===== src/rtl/reg_file_sb.sv =====
// Integer register file with per-register pending-write scoreboard.
// Combinational read ports with write bypass; saturating in-flight counters drive RAW stalls.
module reg_file_sb #(
  parameter int unsigned XLEN = 32,
  parameter int unsigned NREG = 32,
  parameter int unsigned NRD  = 2,
  parameter int unsigned AW   = 5,
  parameter int unsigned CNTW = 2
) (
  input  logic                clk,
  input  logic                rst,
  input  logic                wr_en_i,
  input  logic [AW-1:0]       wr_addr_i,
  input  logic [XLEN-1:0]     wr_data_i,
  input  logic                issue_valid_i,
  input  logic [AW-1:0]       issue_rd_i,
  output logic                issue_ready_o,
  input  logic                flush_i,
  input  logic [NRD-1:0]      rd_req_i,
  input  logic [NRD*AW-1:0]   rd_addr_i,
  output logic [NRD*XLEN-1:0] rd_data_o,
  output logic [NRD-1:0]      rd_busy_o
);

  localparam logic [AW:0]     NregW  = (AW+1)'(NREG);
  localparam logic [CNTW-1:0] CntMax = '1;

  logic [XLEN-1:0] regs_q [NREG];
  logic [XLEN-1:0] regs_d [NREG];
  logic [CNTW-1:0] cnt_q  [NREG];
  logic [CNTW-1:0] cnt_d  [NREG];

  // x0 and out-of-range addresses are inert for every operation.
  function automatic logic addr_ok(input logic [AW-1:0] a);
    return (a != '0) && ({1'b0, a} < NregW);
  endfunction

  logic wr_ok, iss_ok, issue_fire;

  always_comb begin
    wr_ok  = wr_en_i && addr_ok(wr_addr_i);
    iss_ok = addr_ok(issue_rd_i);
    issue_ready_o = 1'b0;
    if (rst && !flush_i) begin
      if (!iss_ok) begin
        issue_ready_o = 1'b1;
      end else begin
        issue_ready_o = (cnt_q[issue_rd_i] != CntMax) ||
                        (wr_en_i && (wr_addr_i == issue_rd_i));
      end
    end
    issue_fire = issue_valid_i && issue_ready_o && iss_ok;
  end

  always_comb begin
    regs_d[0] = '0;
    cnt_d[0]  = '0;
    for (int i = 1; i < NREG; i++) begin
      logic wr_hit, is_hit;
      wr_hit    = wr_ok && (wr_addr_i == AW'(i));
      is_hit    = issue_fire && (issue_rd_i == AW'(i));
      regs_d[i] = wr_hit ? wr_data_i : regs_q[i];
      cnt_d[i]  = cnt_q[i];
      if (flush_i) begin
        cnt_d[i] = '0;
      end else if (is_hit && wr_hit) begin
        // Retire and re-mark cancel out; an untracked write still leaves one pending.
        if (cnt_q[i] == '0) cnt_d[i] = CNTW'(1);
      end else if (is_hit) begin
        cnt_d[i] = cnt_q[i] + CNTW'(1);
      end else if (wr_hit && (cnt_q[i] != '0)) begin
        cnt_d[i] = cnt_q[i] - CNTW'(1);
      end
    end
  end

  always_ff @(posedge clk) begin
    for (int i = 0; i < NREG; i++) begin
      if (!rst) begin
        regs_q[i] <= '0;
        cnt_q[i]  <= '0;
      end else begin
        regs_q[i] <= regs_d[i];
        cnt_q[i]  <= cnt_d[i];
      end
    end
  end

  always_comb begin
    rd_data_o = '0;
    rd_busy_o = '0;
    for (int p = 0; p < NRD; p++) begin
      logic [AW-1:0]   a;
      logic [CNTW-1:0] c;
      logic            byp;
      a   = rd_addr_i[p*AW +: AW];
      c   = '0;
      byp = 1'b0;
      if (rst && rd_req_i[p] && addr_ok(a)) begin
        c   = cnt_q[a];
        byp = wr_en_i && (wr_addr_i == a);
        rd_data_o[p*XLEN +: XLEN] = byp ? wr_data_i : regs_q[a];
        rd_busy_o[p] = (c - CNTW'(byp && (c != '0))) != '0;
      end
    end
  end

endmodule


===== config.mk =====
export PLATFORM = sky130hd
export DESIGN_NAME = reg_file_sb
export DESIGN_NICKNAME = d
export VERILOG_FILES = /design/src/rtl/reg_file_sb.sv
export SDC_FILE = /design/constraint.sdc
export NUM_CORES = 2
export LEC_CHECK = 0
export ABC_AREA = 1
export CORE_MARGIN = 4
export CORE_UTILIZATION = 28
export CTS_CLUSTER_DIAMETER = 100
export DETAILED_ROUTE_END_ITERATION = 16
export HOLD_SLACK_MARGIN = 0.12
export PLACE_DENSITY_LB_ADDON = 0.1
export SYNTH_ARGS = -nofsm -noshare
export SYNTH_HDL_FRONTEND = slang
export SYNTH_SLANG_ARGS = --single-unit

===== constraint.sdc =====
create_clock -name clk -period 5 [get_ports clk]
set_clock_uncertainty 0.15 [all_clocks]
set_input_delay 1 -clock clk [delete_from_list [all_inputs] [get_ports clk]]
set_output_delay 1 -clock clk [all_outputs]
set_load 0.05 [all_outputs]

# Word-level counts from Yosys, hierarchy flattened
# Memory sizes are Yosys's and may differ from the RTL's.
# Cells that the tools add are included.
# totals
ramBits,1088
word_cells,727
mem_count,2
out_inout_bits,67
register_bits,0
in_bits,59
# mem_list
name,words,width,rd,rd_ports_with_merged_regs,write_ports,line_no,source
regs_q,32,32,2,0,32,28,logic [XLEN-1:0] regs_q [NREG];
cnt_q,32,2,34,0,32,30,logic [CNTW-1:0] cnt_q [NREG];
# classes
addsub,64
n_eq_ne,97
bitwise_logic,64
mux,260
n_reduce_logical,240
# ops
cell,n
2-to-1 mux 32 bit,67
2-to-1 mux 2 bit,187
"== test 5 bit, second input constant",32
logical AND 1 bit,137
"== test 5 x 4 -> 1 bit, second input constant",16
nonzero test 2 bit,35
bitwise OR 1 bit,64
"adder 2 x 1 -> 2 bit, second input constant",31
zero test 2 bit,31
AND reduction 2 bit,31
"subtractor 2 x 1 -> 2 bit, second input constant",31
"== test 5 x 3 -> 1 bit, second input constant",8
"!= test 1 bit, second input constant",31
"== test 5 x 2 -> 1 bit, second input constant",4
nonzero test 5 bit,4
== test 5 bit,3
"== test 5 x 1 -> 1 bit, second input constant",2
2-to-1 mux 1 bit,6
subtractor 2 x 1 -> 2 bit,2
"!= test 2 bit, second input constant",1
zero test 1 bit,1
logical OR 1 bit,1

# Logic depth before layout (Yosys ltp)
# logic_depth
ltp_word,12
depth_mapped,22
depth_no_buf,19

# Worst setup path before layout
# No wires, ideal clock.
# synth_path
path_type,in2out
start,input port rd_addr_i[0]
end,output port rd_busy_o[0]
slack_ns,0.262
path_buffers,4
required_time_ns,3.850
t_arrival_ns,3.588
stages,10
cell_sequence,clkbuf_1 > buf_2 > clkbuf_1 > clkbuf_1 > o21ai_0 > o22ai_1 > nand2_1 > nand3_1 > a31oi_1 > a211oi_1
# synth_via
elab_chain_len,6
word_cells_on_any_way,10
classes_between,add/sub: 1; eq/ne: 1; mux: 1; reduce/logical: 6; memory: 1
# synth_lines
element,line_no,source
from (decl),20,"input logic [NRD*AW-1:0] rd_addr_i,"
memory (32 x 2 bit) or == test 5 bit (tied branches),-,
nonzero test 2 bit or logical AND 1 bit (tied branches),"103, 101",
logical AND 1 bit,103,rd_busy_o[p] = (c - CNTW'(byp && (c != '0))) != '0;
subtractor 2 x 1 -> 2 bit,103,
nonzero test 2 bit,103,
2-to-1 mux 1 bit (*),99,if (rst && rd_req_i[p] && addr_ok(a)) begin
to (decl),22,output logic [NRD-1:0] rd_busy_o
# Every way passes the cells marked *; elsewhere a longest branch is shown, timed or not.

# Worst setup path after layout
# layout_path
start,input port rd_addr_i[5]
end,output port rd_data_o[34]
# layout_via
elab_chain_len,4
word_cells_on_any_way,7
classes_between,eq/ne: 1; mux: 2; reduce/logical: 3; memory: 1
# layout_lines
element,line_no,source
branches (longest 3 deep; another with memory (32 x 32 bit)),-,
2-to-1 mux 32 bit (*),99,
to (decl),21,"output logic [NRD*XLEN-1:0] rd_data_o,"
# Every way passes the cells marked *.

==> results.cfg <==
[cts]
postCtsHoldBufs = 0
post_cts_buffers = 0
cts_root_buf = clkbuf_16
clock_latency_ns = 0.82
cts_resized = 0
cts-htree-levels = 4
cts_buffers = 136
clkTransAtPathRegs_ns = 0.05
clockBufferDepth = 3
cts_sinks = 1054
tritoncts = yes

[placed_design]
dp.cells = 9577
hpwl_um = 173000
numPortBuffers = 125
gp_congestion = 0.860

[sta]
finalSetupViolations = 0
tns_ns = 0
tightest_slew_ns = 1.35
fin_crit_sh = 0.981
slew_headroom = 0.0877
hold_violations = 0
drv_slew = 0
rsz0062_at_grt = no
fin_crit_ns = 4.91
fmax_mhz = 204

[worst_setup_path]
crit_buf_inv = 4
cp_slowest_stage_delay_ns = 1.14
arrival_ns = 3.76
crit_slowest_cell = o311ai_0
critPathMaxFanout = 26
cp_cell_sequence = buf_8 -> inv_8 -> buf_4 -> a21oi_1 -> o21ai_0 -> a21oi_1 -> o311ai_0 -> a31oi_1 -> buf_12
end_kind = primary output
startpoint_type = primary input
crit_type = in -> out
crit_top_cell = a21oi_1
crit_family = compound AO/OA/AOI/OAI gates
cp.required_ns = 3.85

[global_routing]
grt_pass1_vias = 53400
antenna_found_initial = 13
grt_remaining_overflow = 0
grt_usage = 0.268
grt_pass1_wl_um = 417000
grt_max_degree = 107
grt_util_met3 = 0.0418
busiest_layer = met2
grt_use_met1 = 0.361
use_met2 = 0.425

[finish]
area_growth_pct = 17.9
multi_input_area_um2 = 23500
num-fill-cells = 21500
final_nets = 6986
drive_gt1_frac = 0.0935
instances_no_fill = 9822
seq_area_um2 = 31000

[yosys]
syn_area_um2 = 58600
ys_seq_area_frac = 0.529
synth.distinct_cells = 41
syn_area_per_cell_um2 = 8.32
syn_nets = 7107
synthCells = 7048
yosysWarnings = 0
synth-seq-cells = 1054

[routing]
drtIter0Drc = 7398
vias = 55800
final_antenna_net_count = 0
via_per_inst = 5.68
wire_per_inst_um = 30.6
dr.pass1.iters = 6
routed_wl_um = 301000
drc = 0

[floorplan]
dieArea_um2 = 217000
start_util = 0.282
core-area_um2 = 208000
rows = 167
dieHeight_um = 466
die_w_um = 466
ioPinCount = 126

[status]
status = completed

[worst_hold_path]
worstHoldPathType = reg -> reg

[flow_run]
cap_violations = 0

[power_and_ir_drop]
pwr_density_cell_nw_per_um2 = 335
power.leakage_nw = 25.2
peakVddDrop_mv = 0.271
## cells in the final DEF, fill, tap and decap left out, types with 30 or more instances in the layout
| cell | n |
|---|---|
| nor3_1 | 39 |
| nand2_1 | 757 |
| clkbuf_1 | 34 |
| inv_1 | 444 |
| a22oi_1 | 32 |
| o211ai_1 | 251 |
| nand2_2 | 65 |
| buf_12 | 154 |
| dfxtp_1 | 62 |
| nor2_1 | 1507 |
| clkbuf_16 | 144 |
| o22ai_1 | 78 |
| o221ai_1 | 187 |
| clkinv_1 | 30 |
| o21ai_0 | 687 |
| edfxtp_1 | 992 |
| a21oi_1 | 811 |
| nand4_1 | 31 |
| buf_4 | 204 |
| nand3_1 | 286 |
| clkdlybuf4s50_1 | 47 |
## layer usage
metal	share of wire	vias up	wire length, µm
li1	-	24400	-
met1	0.42	27700	126000
met2	0.45	3142	136000
met3	0.082	582	24700
met4	0.048	0	14400
met5	0	-	0
## area by class of cell
class                      count  share of cell area
clock inverter                59             0.00527
tap                         2788              0.0505
inverter                     462              0.0259
clock buffer                 180              0.0544
sequential                  1054               0.449
antenna                        6            0.000217
multi-input combinational   4863               0.340
timing repair buffer         410              0.0746
## power breakdown
| part | total (W) | internal [W] | switching, W |
|---|---|---|---|
| sequential | 0.0103 | 0.0101 | 0.000227 |
| clock | 0.00949 | 0.00537 | 0.00412 |
| combinational | 0.00333 | 0.000916 | 0.00242 |
| total | 0.0232 | 0.0164 | 0.00677 |
## path summary, 6_finish.rpt
kind,startpoint,to,slack (ns),cells past startpoint
worst max-delay path,rd_addr_i[5],rd_data_o[34],0.09,9
worst max register to register,cnt_q[24][0],cnt_q[8][0],2.14,14
worst min register to register,cnt_q[25][0],cnt_q[25][1],0.37,2
worst min-delay path,cnt_q[25][0],cnt_q[25][1],0.37,2
## worst min-delay path: stages, from the launching register on
cell and delay (ns):
dfxtp_1 0.33, nand4_1 0.09, a21oi_1 0.06
## cell usage after synthesis
cell type  instances  area [µm²]
a211o_1            2        17.5
a211oi_1           2        15.0
a21boi_0           2        15.0
a21oi_1          811        4060
a221oi_1           4        35.0
a22oi_1           32         240
a311oi_1           4        35.0
a31oi_1           21         131
buf_1             49         184
buf_2             27         135
buf_4              3        22.5
buf_6              4        45.0
clkbuf_1         586        2200
clkinv_1           5        18.8
dfxtp_1           62        1240
edfxtp_1         992       29800
inv_1            453        1700
inv_2              4        15.0
nand2_1          818        3070
nand2_2            5        31.3
nand2_4            1        11.3
nand3_1          288        1440
nand3_2            1        10.0
nand3_4            1        17.5
nand4_1           31         194
nor2_1          1511        5670
nor2_8             1        20.0
nor3_1            39         195
nor3b_1            1        7.51
o211ai_1         251        1880
o21a_1             8        60.1
o21ai_0          688        3440
o21ai_1            4        20.0
o221ai_1         187        1640
o22ai_1           78         488
o311ai_0          26         228
o31ai_1            2        15.0
o41ai_1            6        52.6
or2_2             24         150
or3_1             13        81.3
xor2_1             1        8.76
## flip-flops by register name, summed over array words and instances, names as in the netlist
name and count:
cnt_q 62, regs_q 992
## logic make-up (layout without fill, tap and decap cells)
kind of cell    count (synthesis)  in the layout  share of synthesized area
other cells                     0              6                          0
simple gates                 2734           2734                      0.186
compound gates               2128           2128                      0.211
buf+inv                      1131           1111                     0.0737
flops                        1054           1054                      0.529
xor+xnor                        1              1                   0.000149
## through the flow
step	total power [W]	utilization	hold WS (ns)	area, µm²	setup slack (ns)
detailed placement	0.0138	0.313	0.360	65000	0.189
CTS	0.0233	0.333	0.371	69100	0.189
global route	0.0239	0.333	0.392	69100	0.0438
floorplan	0.0121	-	0.324	58600	0.262
finish	0.0232	0.333	0.372	69100	0.0927
global placement	0.0138	0.313	0.354	65000	0.184
Power figures use the tool's default switching activity.
